### src/rtl/bcd_pkg.sv
// Shared definitions for the BCD counter family.
//   BCD_MAX / BCD_MIN : legal digit bounds
//   bcd_t             : one 4-bit BCD digit
//   bcd_clamp()       : maps non-BCD codes (10..15) onto 9
package bcd_pkg;

  typedef logic [3:0] bcd_t;

  localparam bcd_t BCD_MAX = 4'd9;
  localparam bcd_t BCD_MIN = 4'd0;

  function automatic bcd_t bcd_clamp(input logic [3:0] d);
    return (d > BCD_MAX) ? BCD_MAX : bcd_t'(d);
  endfunction

endpackage

### src/rtl/bcd_digit.sv
// One BCD digit with load, up/down count and combinational carry/borrow out.
//   clk   : rising-edge clock
//   reset : asynchronous active-low reset
//   en    : count this edge (already includes carry-in from lower digits)
//   up    : 1 = increment, 0 = decrement
//   load  : load clamped d, overrides en
//   d     : digit to load (may be non-BCD)
//   q     : current digit, always 0..9
//   co    : carry (up) / borrow (down) into the next digit this cycle
module bcd_digit
  import bcd_pkg::*;
(
  input  logic       clk,
  input  logic       reset,
  input  logic       en,
  input  logic       up,
  input  logic       load,
  input  logic [3:0] d,
  output bcd_t       q,
  output logic       co
);

  bcd_t q_d, q_q;

  always_comb begin
    q_d = q_q;
    if (load) begin
      q_d = bcd_clamp(d);
    end else if (en) begin
      if (up) begin
        q_d = (q_q == BCD_MAX) ? BCD_MIN : q_q + 4'd1;
      end else begin
        q_d = (q_q == BCD_MIN) ? BCD_MAX : q_q - 4'd1;
      end
    end
  end

  always_ff @(posedge clk or negedge reset) begin
    if (!reset) begin
      q_q <= BCD_MIN;
    end else begin
      q_q <= q_d;
    end
  end

  assign q  = q_q;
  // Gated by en so the enable chain ripples only while lower digits roll over.
  assign co = en & (up ? (q_q == BCD_MAX) : (q_q == BCD_MIN));

endmodule

### src/rtl/bcd_counter_n.sv
// N-digit BCD up/down counter with sanitising parallel load and wrap/saturate.
//   clk      : rising-edge clock
//   reset    : asynchronous active-low reset
//   x        : count enable
//   up       : 1 = increment, 0 = decrement
//   sat      : 0 = wrap at limits, 1 = saturate at limits
//   load     : synchronous parallel load (wins over x)
//   load_val : BCD value to load, digit i at [4i+3:4i]; digits >9 clamp to 9
//   out      : current count, BCD
//   tc       : registered pulse on every wrap or blocked-at-limit count
//   load_err : registered pulse when the last load clamped any digit
module bcd_counter_n
  import bcd_pkg::*;
#(
  parameter int unsigned DIGITS      = 4,
  parameter int unsigned SAT_DEFAULT = 0
) (
  input  logic                clk,
  input  logic                reset,
  input  logic                x,
  input  logic                up,
  input  logic                sat,
  input  logic                load,
  input  logic [4*DIGITS-1:0] load_val,
  output logic [4*DIGITS-1:0] out,
  output logic                tc,
  output logic                load_err
);

  if (DIGITS < 1 || DIGITS > 8 || SAT_DEFAULT > 1) begin : g_param_check
    $error("bcd_counter_n: DIGITS must be 1..8 and SAT_DEFAULT 0 or 1");
  end

  logic [DIGITS-1:0] co;
  logic [DIGITS-1:0] dig_en;
  logic              at_max, at_min, limit_hit, bad_digit, cnt_en;
  logic              tc_d, tc_q, load_err_d, load_err_q;

  always_comb begin
    at_max    = 1'b1;
    at_min    = 1'b1;
    bad_digit = 1'b0;
    for (int i = 0; i < DIGITS; i++) begin
      at_max    = at_max & (out[4*i +: 4] == BCD_MAX);
      at_min    = at_min & (out[4*i +: 4] == BCD_MIN);
      bad_digit = bad_digit | (load_val[4*i +: 4] > BCD_MAX);
    end
  end

  // A count at the limit in the current direction either wraps or is blocked.
  assign limit_hit = up ? at_max : at_min;
  assign cnt_en    = x & ~load & ~(sat & limit_hit);

  for (genvar i = 0; i < DIGITS; i++) begin : g_digit
    if (i == 0) begin : g_lsd
      assign dig_en[i] = cnt_en;
    end else begin : g_upper
      assign dig_en[i] = cnt_en & co[i-1];
    end

    bcd_digit u_digit (
      .clk   (clk),
      .reset (reset),
      .en    (dig_en[i]),
      .up    (up),
      .load  (load),
      .d     (load_val[4*i +: 4]),
      .q     (out[4*i +: 4]),
      .co    (co[i])
    );
  end

  always_comb begin
    tc_d       = x & ~load & limit_hit;
    load_err_d = load & bad_digit;
  end

  always_ff @(posedge clk or negedge reset) begin
    if (!reset) begin
      tc_q       <= 1'b0;
      load_err_q <= 1'b0;
    end else begin
      tc_q       <= tc_d;
      load_err_q <= load_err_d;
    end
  end

  assign tc       = tc_q;
  assign load_err = load_err_q;

endmodule

### config.mk
export PLATFORM = sky130hd
export DESIGN_NAME = bcd_counter_n
export DESIGN_NICKNAME = d
export VERILOG_FILES = /design/src/rtl/bcd_pkg.sv /design/src/rtl/bcd_digit.sv /design/src/rtl/bcd_counter_n.sv
export SDC_FILE = /design/constraint.sdc
export NUM_CORES = 1
export LEC_CHECK = 0
export ABC_CLOCK_PERIOD_IN_PS = 1900
export CAP_MARGIN = 25
export CORE_UTILIZATION = 47
export CTS_BUF_LIST = sky130_fd_sc_hd__clkbuf_8
export DETAILED_ROUTE_END_ITERATION = 16
export PLACE_DENSITY = 0.81
export SETUP_SLACK_MARGIN = 0.15
export SLEW_MARGIN = 25
export SYNTH_ARGS = -nofsm -noshare
export SYNTH_HDL_FRONTEND = slang
export SYNTH_SLANG_ARGS = --single-unit
### constraint.sdc
create_clock -name clk -period 1.9 [get_ports clk]
set_input_delay 0.285 -clock clk [delete_from_list [all_inputs] [get_ports clk]]
set_output_delay 0.285 -clock clk [all_outputs]
set_load 0.02 [all_outputs]
# Yosys cells after proc, flatten, opt, wreduce, memory -nomap -nowiden
# Index checks and enable logic that the tools add are counted.
[op_classes]
addsub = 8
magnitude_cmp = 4
n_eq_ne = 4
muxes = 28
n_bitwise = 22
reduce_logical = 8
[ops]
columns = ["cell", "n"]
rows = [
  ["4-bit 2-to-1 mux", 24],
  ["1-bit AND", 17],
  ["4-bit by 1-bit adder with 4-bit output, second input constant", 4],
  ["4-bit == test, second input constant", 4],
  ["4-bit > comparator, second input constant", 4],
  ["4-bit zero test", 4],
  ["4-bit by 1-bit subtractor with 4-bit output, second input constant", 4],
  ["2-bit nonzero test", 4],
  ["1-bit 2-to-1 mux", 4],
  ["1-bit OR", 3],
  ["1-bit NOT", 2],
]
[word_totals]
reg_bits = 18
input_bits = 22
output_inout_bits = 18
wordCells = 80

# Longest topological paths before layout
[depth]
depth_word = 16
mapped_depth = 8
depth_no_buf = 5

# Hierarchy
# A second synthesis with hierarchy kept.
[hier_totals]
hier_cells = 196
area_unflattened_um2 = 1654.1
[modules_own_cells]
columns = ["module", "instances", "cells_each", "area_each_um2", "seq_area_each_um2"]
rows = [
  ["bcd_digit", 4, 42, 357.8, 100.1],
  ["bcd_counter_n", 1, 28, 222.7, 50.0],
]

# Worst setup path before layout
# OpenSTA, ideal clock, no wires.
[synth_path]
path_type = "reg2reg"
start = "register g_digit[0].u_digit.q_q[1]"
end = "register g_digit[2].u_digit.q_q[0]"
setup_time_ns = 0.125
arrival_time_ns = 2.121
required_time_ns = 1.775
slack_ns = -0.345
stages_incl_launch_ff = 7
n_path_buf = 1
synth_period_minus_slack_ns = 2.245
cell_sequence = "dfrtp_1 -> buf_6 -> or4_4 -> and4b_2 -> a22oi_4 -> a21oi_2 -> mux2_2"
[synth_via]
elab_chain_len = 13
elab_cells_between_ends = 18
classes_between = "eq/ne: 1; mux: 2; bitwise: 13; reduce/logical: 2"
[synth_rtl]
columns = ["item", "line", "text"]
rows = [
  ["start, declared", "bcd_digit.sv:23", "bcd_t q_d, q_q;"],
  ["start signal, assigned", "bcd_digit.sv:42", "q_q <= q_d;"],
  ["4-bit == test or 4-bit zero test (tied branches)", "bcd_digit.sv:48, bcd_counter_n.sv:44, bcd_counter_n.sv:45", ""],
  ["1-bit AND (on tied branches) (3 in series)", "bcd_counter_n.sv:44, bcd_counter_n.sv:45", ""],
  ["1-bit 2-to-1 mux", "bcd_counter_n.sv:51", "assign limit_hit = up ? at_max : at_min;"],
  ["1-bit AND", "bcd_counter_n.sv:52", "assign cnt_en = x & ~load & ~(sat & limit_hit);"],
  ["1-bit NOT", "bcd_counter_n.sv:52", ""],
  ["1-bit AND", "bcd_counter_n.sv:52", ""],
  ["1-bit AND", "bcd_digit.sv:48", "assign co = en & (up ? (q_q == BCD_MAX) : (q_q == BCD_MIN));"],
  ["1-bit AND", "bcd_counter_n.sv:58", "assign dig_en[i] = cnt_en & co[i-1];"],
  ["1-bit AND", "bcd_digit.sv:48", ""],
  ["1-bit AND (*)", "bcd_counter_n.sv:58", ""],
  ["2-bit nonzero test (no line) (*)", "-", ""],
  ["end signal, assigned", "bcd_digit.sv:42", ""],
  ["end, declared", "bcd_digit.sv:23", ""],
]
# Mark *: on every way between the ends. The rest lies on a longest branch, timed or not.
# A chain may end at the register's enable or synchronous reset.

# Final worst setup path
[layout_path]
start = "register g_digit[0].u_digit.q_q[1]"
end = "register g_digit[1].u_digit.q_q[0]"
[layout_via]
elab_chain_len = 11
elab_cells_between_ends = 16
classes_between = "eq/ne: 1; mux: 2; bitwise: 11; reduce/logical: 2"
[layout_rtl]
columns = ["item", "line"]
rows = [
  ["4-bit == test or 4-bit zero test (tied branches)", "bcd_digit.sv:48, bcd_counter_n.sv:44, bcd_counter_n.sv:45"],
  ["1-bit AND (on tied branches) (3 in series)", "bcd_counter_n.sv:44, bcd_counter_n.sv:45"],
  ["1-bit 2-to-1 mux", "bcd_counter_n.sv:51"],
  ["1-bit AND", "bcd_counter_n.sv:52"],
  ["1-bit NOT", "bcd_counter_n.sv:52"],
  ["1-bit AND", "bcd_counter_n.sv:52"],
  ["1-bit AND", "bcd_digit.sv:48"],
  ["1-bit AND (*)", "bcd_counter_n.sv:58"],
  ["2-bit nonzero test (no line) (*)", "-"],
  ["end signal, assigned", "bcd_digit.sv:42"],
  ["end, declared", "bcd_digit.sv:23"],
]
# Marked as above.

==> flow_summary.ini <==
[finish]
n_antenna_cell = 0
fin_nets = 288
area_delta_synth_final_pct = 47.0
layout-drive-gt1-share_pct = 26.4
final_cell_area_um2 = 2450

[pwr]
p_leak_nw = 1.10
p_total_w = 0.00205
powerDensity_nw_per_um2 = 838
vdd_drop_max_mv = 0.433

[clock_tree]
cts_hold_buf = 0
cts.sinks = 18
cts_tree = yes
cts.htree.levels = 1
cts_made_buffers = 3
insertion_delay_ps = 260
clk_pin_slew_ps = 80
clk_path_buf_depth = 2
cts_root_buf = clkbuf_8

[synthesis]
syn_area_um2 = 1670
synth.area.top_cells = dfrtp_1 27%, mux2_2 8.8%, o21ai_0 5.1%, nor2_1 4.3%, clkbuf_1 3.4%
ys_ff_latch = 18
ys.flop_type = dfrtp_1
yosys.cell_types.count = 48
synth_top_area_share_pct = 27.0
avgSynthCellArea_um2 = 8.08
yosysSeqAreaShare_pct = 27.0
synthCells = 206
synthArstFlopShare_pct = 100
yosysWarnings = 0
yosysMostFrequentCell = nor2_1
yosys.area.top_type = dfrtp_1
synth-edff-count = 0
synth_nets = 228
synth_common_cells = 19 x nor2_1, 18 x dfrtp_1, 17 x o21ai_0

[run]
cap_violations = 0

[routing]
wl_met1_mm = 2.05
drt_wl_total_mm = 4.58
vias_per_cell = 5.73
wl_met3_um = 206
drt_first_pass_iters = 4
drc = 0
routed-wl-met2_mm = 2.28
vias = 1782
ant_nets = 0
dr.first_iter.drc_count = 122
wl_per_cell_um = 14.7
top_layer = met4

[worst_setup_path]
regToRegEndpoint = g_digit[1].u_digit.q[0]
r2r-start = g_digit[0].u_digit.q[1]
max_stage_delay_ps = 540
arrival_ps = 2230
cp_top_family = simple AND/OR/NAND/NOR gates
crit_path_end_kind = register
worst-r2r-cell-count = 5
crit_type = reg -> reg
critPathBufInv = 0
critPathSlowestCell = or4_4
crit_fanout = 4
critPathLaunchType = register
regToRegSetupSlack_ps = -180
crit_chain = or4_4 -> and4b_2 -> a22oi_4 -> a21oi_4 -> mux2_2
cp.required_ps = 2050

[timing]
hold_viol_final = 0
min_period_ps = 2080
tns_ps = -2360
rsz0062_at_grt = yes
tightestPinTransition_ps = 431
fin_ws_ps = -183
slew_violations = 0
fin_crit_sh_pct = 110
clock_skew_ps = 1.52
fmax_ghz = 0.480
slew_headroom_pct = 70.9
finalSetupViolCount = 16

[placement]
hpwl_mm = 3.42
postPlaceCellArea_um2 = 2320
io_buffers = 39
routabilityCongestion = 0.865
dp_slack_ps = -406

[global_route]
grt_remaining_overflow = 0
grt_pass1_wl_mm = 7.47
antenna_found_initial = 0
grt_max_degree = 19
grtUsageTotal_pct = 26.8
grt_pass1_vias = 1623

[floorplanning]
fp.coreArea_um2 = 3360
start_util_pct = 49.5
ioPinCount = 40
dieWidth_um = 61.5
die_h_um = 61.5
die_area_um2 = 3790
rows = 21

[status]
status = finished, violations left
violations = setup timing

[worst_hold_path]
holdCritPathClass = in -> async
## where the power goes
part | switching, W | internal (W) | total, W
Clock | 0.000147 | 0.000185 | 0.000332
Sequential | 0.0000589 | 0.000461 | 0.000520
Combinational | 0.000614 | 0.000586 | 0.00120
## per-layer routing
| layer | global-route usage [%] | vias to the layer above |
|---|---|---|
| met5 | 0 | - |
| met4 | 7.30 | 0 |
| met3 | 3.15 | 5 |
| met2 | 45.0 | 56 |
| met1 | 36.6 | 839 |
| li1 | - | 882 |
## layout by cell type, fill, tap and decap left out, types with 3 or more instances in the layout
cell type / Yosys / final
buf_4: 0 / 34
clkbuf_8: 0 / 4
nand3_1: 5 / 5
a22o_1: 3 / 3
o211ai_1: 3 / 3
mux2i_1: 5 / 5
nor2_1: 19 / 19
o22ai_1: 5 / 5
nor3_1: 5 / 4
nand3b_1: 5 / 5
o21ai_0: 17 / 15
nor2b_1: 3 / 3
a22oi_1: 6 / 6
inv_1: 8 / 8
a21oi_1: 6 / 6
nor4_1: 4 / 3
a31oi_1: 3 / 3
dfrtp_1: 18 / 17
a21oi_4: 0 / 3
and3_1: 5 / 5
mux2_2: 13 / 11
and2_1: 4 / 4
nand2_1: 11 / 11
dlymetal6s2s_1: 0 / 7
clkdlybuf4s50_1: 0 / 32
## worst reg2reg max path, cell delays in order (launching register included)
cell and delay, ps:
dfrtp_2 400, or4_4 540, and4b_2 330, a22oi_4 120
a21oi_4 220, mux2_2 360
## worst max path at each step
stage | start | end | cells after the start
after floorplan | g_digit[0].u_digit.q[1] | g_digit[2].u_digit.q[0] | 6
after global placement | up | g_digit[3].u_digit.q[1] | 8
after detailed placement | up | g_digit[3].u_digit.q[3] | 8
after CTS | g_digit[0].u_digit.q[1] | g_digit[3].u_digit.q[3] | 5
after global routing | g_digit[0].u_digit.q[1] | g_digit[1].u_digit.q[1] | 5
final | g_digit[0].u_digit.q[1] | g_digit[1].u_digit.q[0] | 5
## through the flow
step	hold WS [ps]	utilization, %	cells
finish	357	72.8	311
floorplan	-10.6	-	206
detailed placement	564	69.1	306
global placement	543	69.1	306
global route	382	72.8	311
CTS	368	71.6	311
## logic make-up (layout without fill, tap and decap cells)
family	Yosys count	after routing	share of synthesized area (%)
AND/OR/NAND/NOR	75	75	25.2
flip-flops	18	18	27.0
buffers and inverters	28	87	7.06
multiplexers	18	18	11.8
XOR/XNOR	5	5	2.63
AO/OA/AOI/OAI	62	62	26.2
## layout make-up
cell class,count,area (um^2)
Fill cell,276,916
Tap cell,46,57.6
Inverter,8,30.0
Timing Repair Buffer,75,694
Multi-Input combinational cell,160,1160
Clock buffer,4,55.1
Sequential cell,18,452
## registers in the layout, indices dropped and copies added, names as in the netlist
| signal | cells |
|---|---|
| g_digit.u_digit.q | 16 |
| load_err | 1 |
| tc | 1 |
## repair_timing
| item | 4_1_cts | 5_1_grt |
|---|---|---|
| pin swaps | 2 | 2 |
| setup buffers | 1 | 0 |
| setup endpoints to repair | 17 | 24 |
| resized for setup | 6 | 11 |
| cloned | 0 | 0 |
Note: power is estimated with default switching activity, not from simulation.
